<file path="config.mk">
export PLATFORM = sky130hd
export DESIGN_NAME = seq_divider
export DESIGN_NICKNAME = d
export VERILOG_FILES = /design/src/rtl/seq_divider_pkg.sv /design/src/rtl/seq_divider_step.sv /design/src/rtl/seq_divider.sv
export SDC_FILE = /design/constraint.sdc
export NUM_CORES = 1
export LEC_CHECK = 0
export ABC_AREA = 1
export CORE_MARGIN = 2
export CORE_UTILIZATION = 55
export DETAILED_ROUTE_END_ITERATION = 10
export GPL_TIMING_DRIVEN = 0
export PLACE_DENSITY = 0.78
export SYNTH_ARGS = -nofsm -noshare
export SYNTH_HDL_FRONTEND = slang
export SYNTH_SLANG_ARGS = --single-unit
export TNS_END_PERCENT = 100
</file>
<file path="constraint.sdc">
create_clock -name clk -period 13.4 [get_ports clk]
set_input_delay 4.02 -clock clk [delete_from_list [all_inputs] [get_ports clk]]
set_output_delay 4.02 -clock clk [all_outputs]
set_load 0.005 [all_outputs]
</file>
<file path="src/rtl/seq_divider_pkg.sv">
// Shared definitions for the sequential divider: FSM encoding and default width.
package seq_divider_pkg;

  localparam int DEF_WIDTH = 32;

  typedef enum logic [1:0] {
    S_IDLE = 2'd0,
    S_RUN  = 2'd1,
    S_FIX  = 2'd2,
    S_DONE = 2'd3
  } div_state_t;

endpackage

</file>
<file path="src/rtl/seq_divider_step.sv">
// One combinational restoring-divide step: shift {rem,q} left by one, then trial subtract.
// Latency: combinational. Backpressure: none, pure function of its inputs.
// The caller guarantees rem_in < dvsr, so a successful trial result always fits in WIDTH bits.
module seq_divider_step #(
  parameter int WIDTH = 32
) (
  input  logic [WIDTH-1:0] rem_in,
  input  logic [WIDTH-1:0] dvsr,
  input  logic [WIDTH-1:0] q_in,
  output logic [WIDTH-1:0] rem_out,
  output logic [WIDTH-1:0] q_out
);

  logic [WIDTH:0]   shifted;
  logic [WIDTH+1:0] trial;
  logic             trial_neg;
  logic             trial_unused;

  assign shifted      = {rem_in, q_in[WIDTH-1]};
  assign trial        = {1'b0, shifted} - {2'b00, dvsr};
  assign trial_neg    = trial[WIDTH+1];
  assign trial_unused = trial[WIDTH];

  assign rem_out = trial_neg ? shifted[WIDTH-1:0] : trial[WIDTH-1:0];
  assign q_out   = {q_in[WIDTH-2:0], ~trial_neg};

endmodule

</file>
<file path="src/rtl/seq_divider.sv">
// Multi-cycle signed/unsigned restoring divider with start/busy/done handshake and flush.
// Latency: done visible after WIDTH+1 edges following the accepting edge; 0 extra for divide-by-zero.
// Backpressure: start is ignored while busy; no queuing, flush cancels without a done pulse.
module seq_divider
  import seq_divider_pkg::*;
#(
  parameter int WIDTH = DEF_WIDTH,
  parameter int CNT_W = 6
) (
  input  logic             clk,
  input  logic             rst,
  input  logic             start,
  input  logic             is_signed,
  input  logic [WIDTH-1:0] dividend,
  input  logic [WIDTH-1:0] divisor,
  input  logic             flush,
  output logic             busy,
  output logic             done,
  output logic             div_zero,
  output logic [WIDTH-1:0] quotient,
  output logic [WIDTH-1:0] remainder
);

  div_state_t state, state_nxt;

  logic [CNT_W-1:0] cnt;
  logic [WIDTH-1:0] rem_r, q_r, dvsr_r;
  logic             q_neg_r, r_neg_r;
  logic [WIDTH-1:0] step_rem, step_q;

  logic             dvnd_neg, dvsr_neg, div0, can_start, accept, last_step;
  logic [WIDTH-1:0] dvnd_mag, dvsr_mag;

  assign dvnd_neg  = is_signed & dividend[WIDTH-1];
  assign dvsr_neg  = is_signed & divisor[WIDTH-1];
  assign dvnd_mag  = dvnd_neg ? -dividend : dividend;
  assign dvsr_mag  = dvsr_neg ? -divisor : divisor;
  assign div0      = (divisor == '0);
  assign can_start = (state == S_IDLE) || (state == S_DONE);
  assign accept    = can_start & start & ~flush;
  assign last_step = (cnt == CNT_W'(WIDTH - 1));

  seq_divider_step #(.WIDTH(WIDTH)) u_step (
    .rem_in  (rem_r),
    .dvsr    (dvsr_r),
    .q_in    (q_r),
    .rem_out (step_rem),
    .q_out   (step_q)
  );

  always_ff @(posedge clk or posedge rst) begin
    if (rst) state <= S_IDLE;
    else     state <= state_nxt;
  end

  always_comb begin
    state_nxt = state;
    if (flush) begin
      state_nxt = S_IDLE;
    end else begin
      case (state)
        S_IDLE:  if (start) state_nxt = div0 ? S_DONE : S_RUN;
        S_RUN:   if (last_step) state_nxt = S_FIX;
        S_FIX:   state_nxt = S_DONE;
        S_DONE:  state_nxt = start ? (div0 ? S_DONE : S_RUN) : S_IDLE;
        default: state_nxt = S_IDLE;
      endcase
    end
  end

  assign busy = (state == S_RUN) || (state == S_FIX);
  assign done = (state == S_DONE);

  always_ff @(posedge clk or posedge rst) begin
    if (rst) begin
      cnt       <= '0;
      rem_r     <= '0;
      q_r       <= '0;
      dvsr_r    <= '0;
      q_neg_r   <= 1'b0;
      r_neg_r   <= 1'b0;
      div_zero  <= 1'b0;
      quotient  <= '0;
      remainder <= '0;
    end else if (accept) begin
      div_zero <= div0;
      if (div0) begin
        quotient  <= '1;
        remainder <= dividend;
      end else begin
        rem_r   <= '0;
        q_r     <= dvnd_mag;
        dvsr_r  <= dvsr_mag;
        q_neg_r <= dvnd_neg ^ dvsr_neg;
        r_neg_r <= dvnd_neg;
        cnt     <= '0;
      end
    end else if (!flush && state == S_RUN) begin
      rem_r <= step_rem;
      q_r   <= step_q;
      cnt   <= cnt + 1'b1;
    end else if (!flush && state == S_FIX) begin
      // MIN / -1 lands here as quotient MIN with no sign flip, which is the wanted result.
      quotient  <= q_neg_r ? -q_r : q_r;
      remainder <= r_neg_r ? -rem_r : rem_r;
      div_zero  <= 1'b0;
    end
  end

endmodule
</file>
==> summary.txt <==
Power and ir drop
  • Pwr per Cell Area: 246.5 nW/um^2
  • Leakage power: between 7 and 8 nW
  • Peak VDD IR: approximately 0.000093 V

Yosys
  • Syn Inst Count: 2116
  • Yosys top cell area share: a little under a third
  • Top cells by area, synth: dfrtp_1 (32%), nand2_1 (17%), nand3_1 (8.7%)
  • Ys Warns: 0
  • Number of synthesized flops with an enable pin: 0
  • Synth async-reset ratio: 100.0%
  • Sequential area share after synthesis: 31.89%
  • Avg Cell Area, Syn: ~6.3 sq um
  • Mapped cell area: around 13000 sq um
  • Count of different cell masters after synthesis: between 40 and 50
  • Syn nets: approximately 2.2k
  • Yosys top cell by area: dfrtp_1
  • Synth Register Bits: ~170
  • Top FF cell, synth: dfrtp_1

Placed design
  • Port-buffer cells: ~140
  • HPWL Detailed: about 37 mm
  • Routability cong.: around 1.0

Die
  • Core region area: ~24000 sq um
  • Die Wd: 160.2 um
  • Die ar.: around 26000 sq um
  • IO Pins: around 140
  • Initial Utilization: 55.66%
  • Core Rows: 57
  • Die Y: between 150 and 200 um

Worst setup path
  • Critical path type: primary input to flop
  • Startpoint class of the critical path: primary input
  • CP arrival: 6.51 ns
  • CP Max Fanout: 10
  • CP Capture Type: flop
  • Reg-to-reg startpoint: state[0]
  • Critical path, cell by cell: clkdlybuf4s50_1, inv_1, nand2_2, buf_2, clkbuf_1, nand2_1, o211ai_1, nand2_1
  • Reg2reg setup slack: 10.62 ns
  • Most used cell, CP: nand2_1
  • Slowest cell on crit path: clkbuf_1
  • CP delay by family, top: buffers and inverters
  • Crit path depth: 8
  • Buf+Inv Stages, Crit Path: 4
  • Critical path's largest stage delay: 0.69 ns
  • R2r endpoint: quotient[23]
  • CP Data Required Time: between 10 and 15 ns
  • R2R depth: 9

Timing
  • Setup TNS: 0 ns
  • Minimum clock period: roughly 6.2 ns
  • Fmax: about 0.16 GHz
  • RSZ-0062 raised after global routing: false
  • Rel. slew slack: approximately 34%
  • Hold Vio Cnt, Final: 0
  • Clock skew: about 0.017 ns
  • Final Max Tran Viols: 0
  • Worst Max-Slew Pin Slew: 0.9776 ns
  • Count of final setup violators: 0
  • Period utilization: about 46%
  • Hold slack: 0.4838 ns

Min path
  • Min-Delay Endpoint: quotient[19]
  • Hold Path Stages: 2
  • Hold Crit Start: quotient[19]
  • Min-delay worst type: flop to flop

Route
  • DR DRC count: 0
  • Average wire per standard cell: ~18 um
  • First-pass DRT Iterations: 6
  • Vias: about 15k
  • Final WL: 45.85 mm
  • Vias/cell: between 5 and 6
  • Initial DRC Count: 1248
  • Routed Antenna Nets: 0

Global route
  • First-pass GRT wire length: around 70 mm
  • Vias in the first global route: ~14k
  • Antenna violations before repair: 0
  • Largest net degree at the start of global routing: ~110
  • GRT Total Usage: 35.83%
  • Overflow after GRT: 0

Clock network
  • CTS root buf: clkbuf_16
  • Clock tree buffer depth: 2
  • Skew-Pair Late Insertion Delay: 0.46 ns
  • Number of CTS-inserted buffers: 17
  • Clock-pin slew on the worst setup and hold paths: approximately 0.080 ns
  • Htree depth: 4
  • Hold Buf Count CTS: 0
  • Num Clock Sinks: 171
  • CTS tree: yes
  • Post-CTS sizing: 0
  • Postcts setup bufs: 0

Finish
  • Number of nets in the layout: ~2.4k
  • Area delta synth->final: 17.70%
  • Layout cells sized above 1: about 4.9%
  • # diodes: 0
  • Fillers: roughly 2.3k

Job
  • Max Cap Viol: 0

Status
  • Status: complete, no violations
logic make-up after synthesis:
logic type	Yosys count	share of synthesized area (%)
xor gates and xnor gates	37	2.415
adders and majority gates	42	3.972
and+or+nand+nor	1152	36.68
buffers and inverters	383	11.43
AOI/OAI and AO/OA	331	13.61
DFF	171	31.89
cells in the final DEF, fill, tap and decap left out, types with 17 or more instances in the layout:
| cell | synthesis | final |
|---|---|---|
| clkdlybuf4s50_1 | 0 | 135 |
| dfrtp_1 | 171 | 171 |
| buf_2 | 32 | 32 |
| o21ai_0 | 151 | 151 |
| a21oi_1 | 78 | 78 |
| nand4_1 | 30 | 30 |
| xor2_1 | 22 | 22 |
| nor2_1 | 230 | 230 |
| ha_1 | 41 | 41 |
| inv_1 | 303 | 302 |
| nand3_1 | 233 | 233 |
| nor3_1 | 19 | 19 |
| nand2_1 | 592 | 592 |
| clkbuf_1 | 23 | 23 |
| a31oi_1 | 44 | 44 |
| clkbuf_16 | 0 | 17 |
worst reg2reg max path, cell delays in order (launching register included):
cell      delay, ns
dfrtp_1        0.38
inv_1          0.08
ha_1           0.32
nor2_2         0.07
nand2_2        0.25
buf_2          0.30
clkbuf_1       0.69
nand2_1        0.18
o211ai_1       0.31
nand2_1        0.08
state kept, by name (all words and copies together) (netlist names):
register,cells
r_neg_r,1
rem_r,32
div_zero,1
quotient,32
remainder,32
q_r,32
state,2
dvsr_r,32
cnt,6
q_neg_r,1
cells in the mapped netlist (22+ instances only):
library cell,count
nand2_1,592
inv_1,303
nand3_1,233
nor2_1,230
dfrtp_1,171
o21ai_0,151
a21oi_1,78
a31oi_1,44
ha_1,41
buf_2,32
nand4_1,30
clkbuf_1,23
xor2_1,22
stage by stage:
stage	worst slack (ns)	power (W)	instances	cell area [sq um]	utilization, %
5_1_grt	7.152	0.004218	2608	15790	65.51
3_3_place_gp	2.630	0.003301	2575	15170	62.95
6_report	7.222	0.003893	2608	15790	65.51
4_1_cts	7.305	0.003852	2608	15790	65.51
2_1_floorplan	4.748	0.002542	2116	13420	-
3_5_place_dp	6.850	0.003350	2576	15220	63.12
final cells by class:
| type | count | area [sq um] | area share (%) |
|---|---|---|---|
| clock inverter | 15 | 151.4 | 0.9586 |
| inverter | 310 | 1171 | 7.416 |
| sequential | 171 | 4279 | 27.10 |
| buffer | 73 | 370.4 | 2.345 |
| multi-input combinational | 1562 | 7611 | 48.19 |
| timing repair buffer | 136 | 1379 | 8.731 |
| clock buffer | 17 | 425.4 | 2.694 |
| tap | 324 | 405.4 | 2.567 |
per-layer routing:
layer,track usage (%),routed length (um)
met5,0,0
met4,21.09,2869
met3,4.727,3236
met2,63.42,22270
met1,41.54,17480
power breakdown:
part | switching (W) | internal, W | leakage (nW)
registers | 0.000185 | 0.000744 | 2.06
clock network | 0.000248 | 0.000248 | 0.286
logic | 0.00156 | 0.000907 | 5.50
worst max-delay path by stage:
stage | start | to | slack (ns)
6_report | flush | quotient[23] | 7.22
3_3_place_gp | rst | state[0] | 2.63
3_5_place_dp | flush | quotient[23] | 6.85
5_1_grt | flush | quotient[23] | 7.15
4_1_cts | flush | quotient[23] | 7.30
2_1_floorplan | rst | cnt[0] | 4.75
Power figures use the tool's default switching activity.
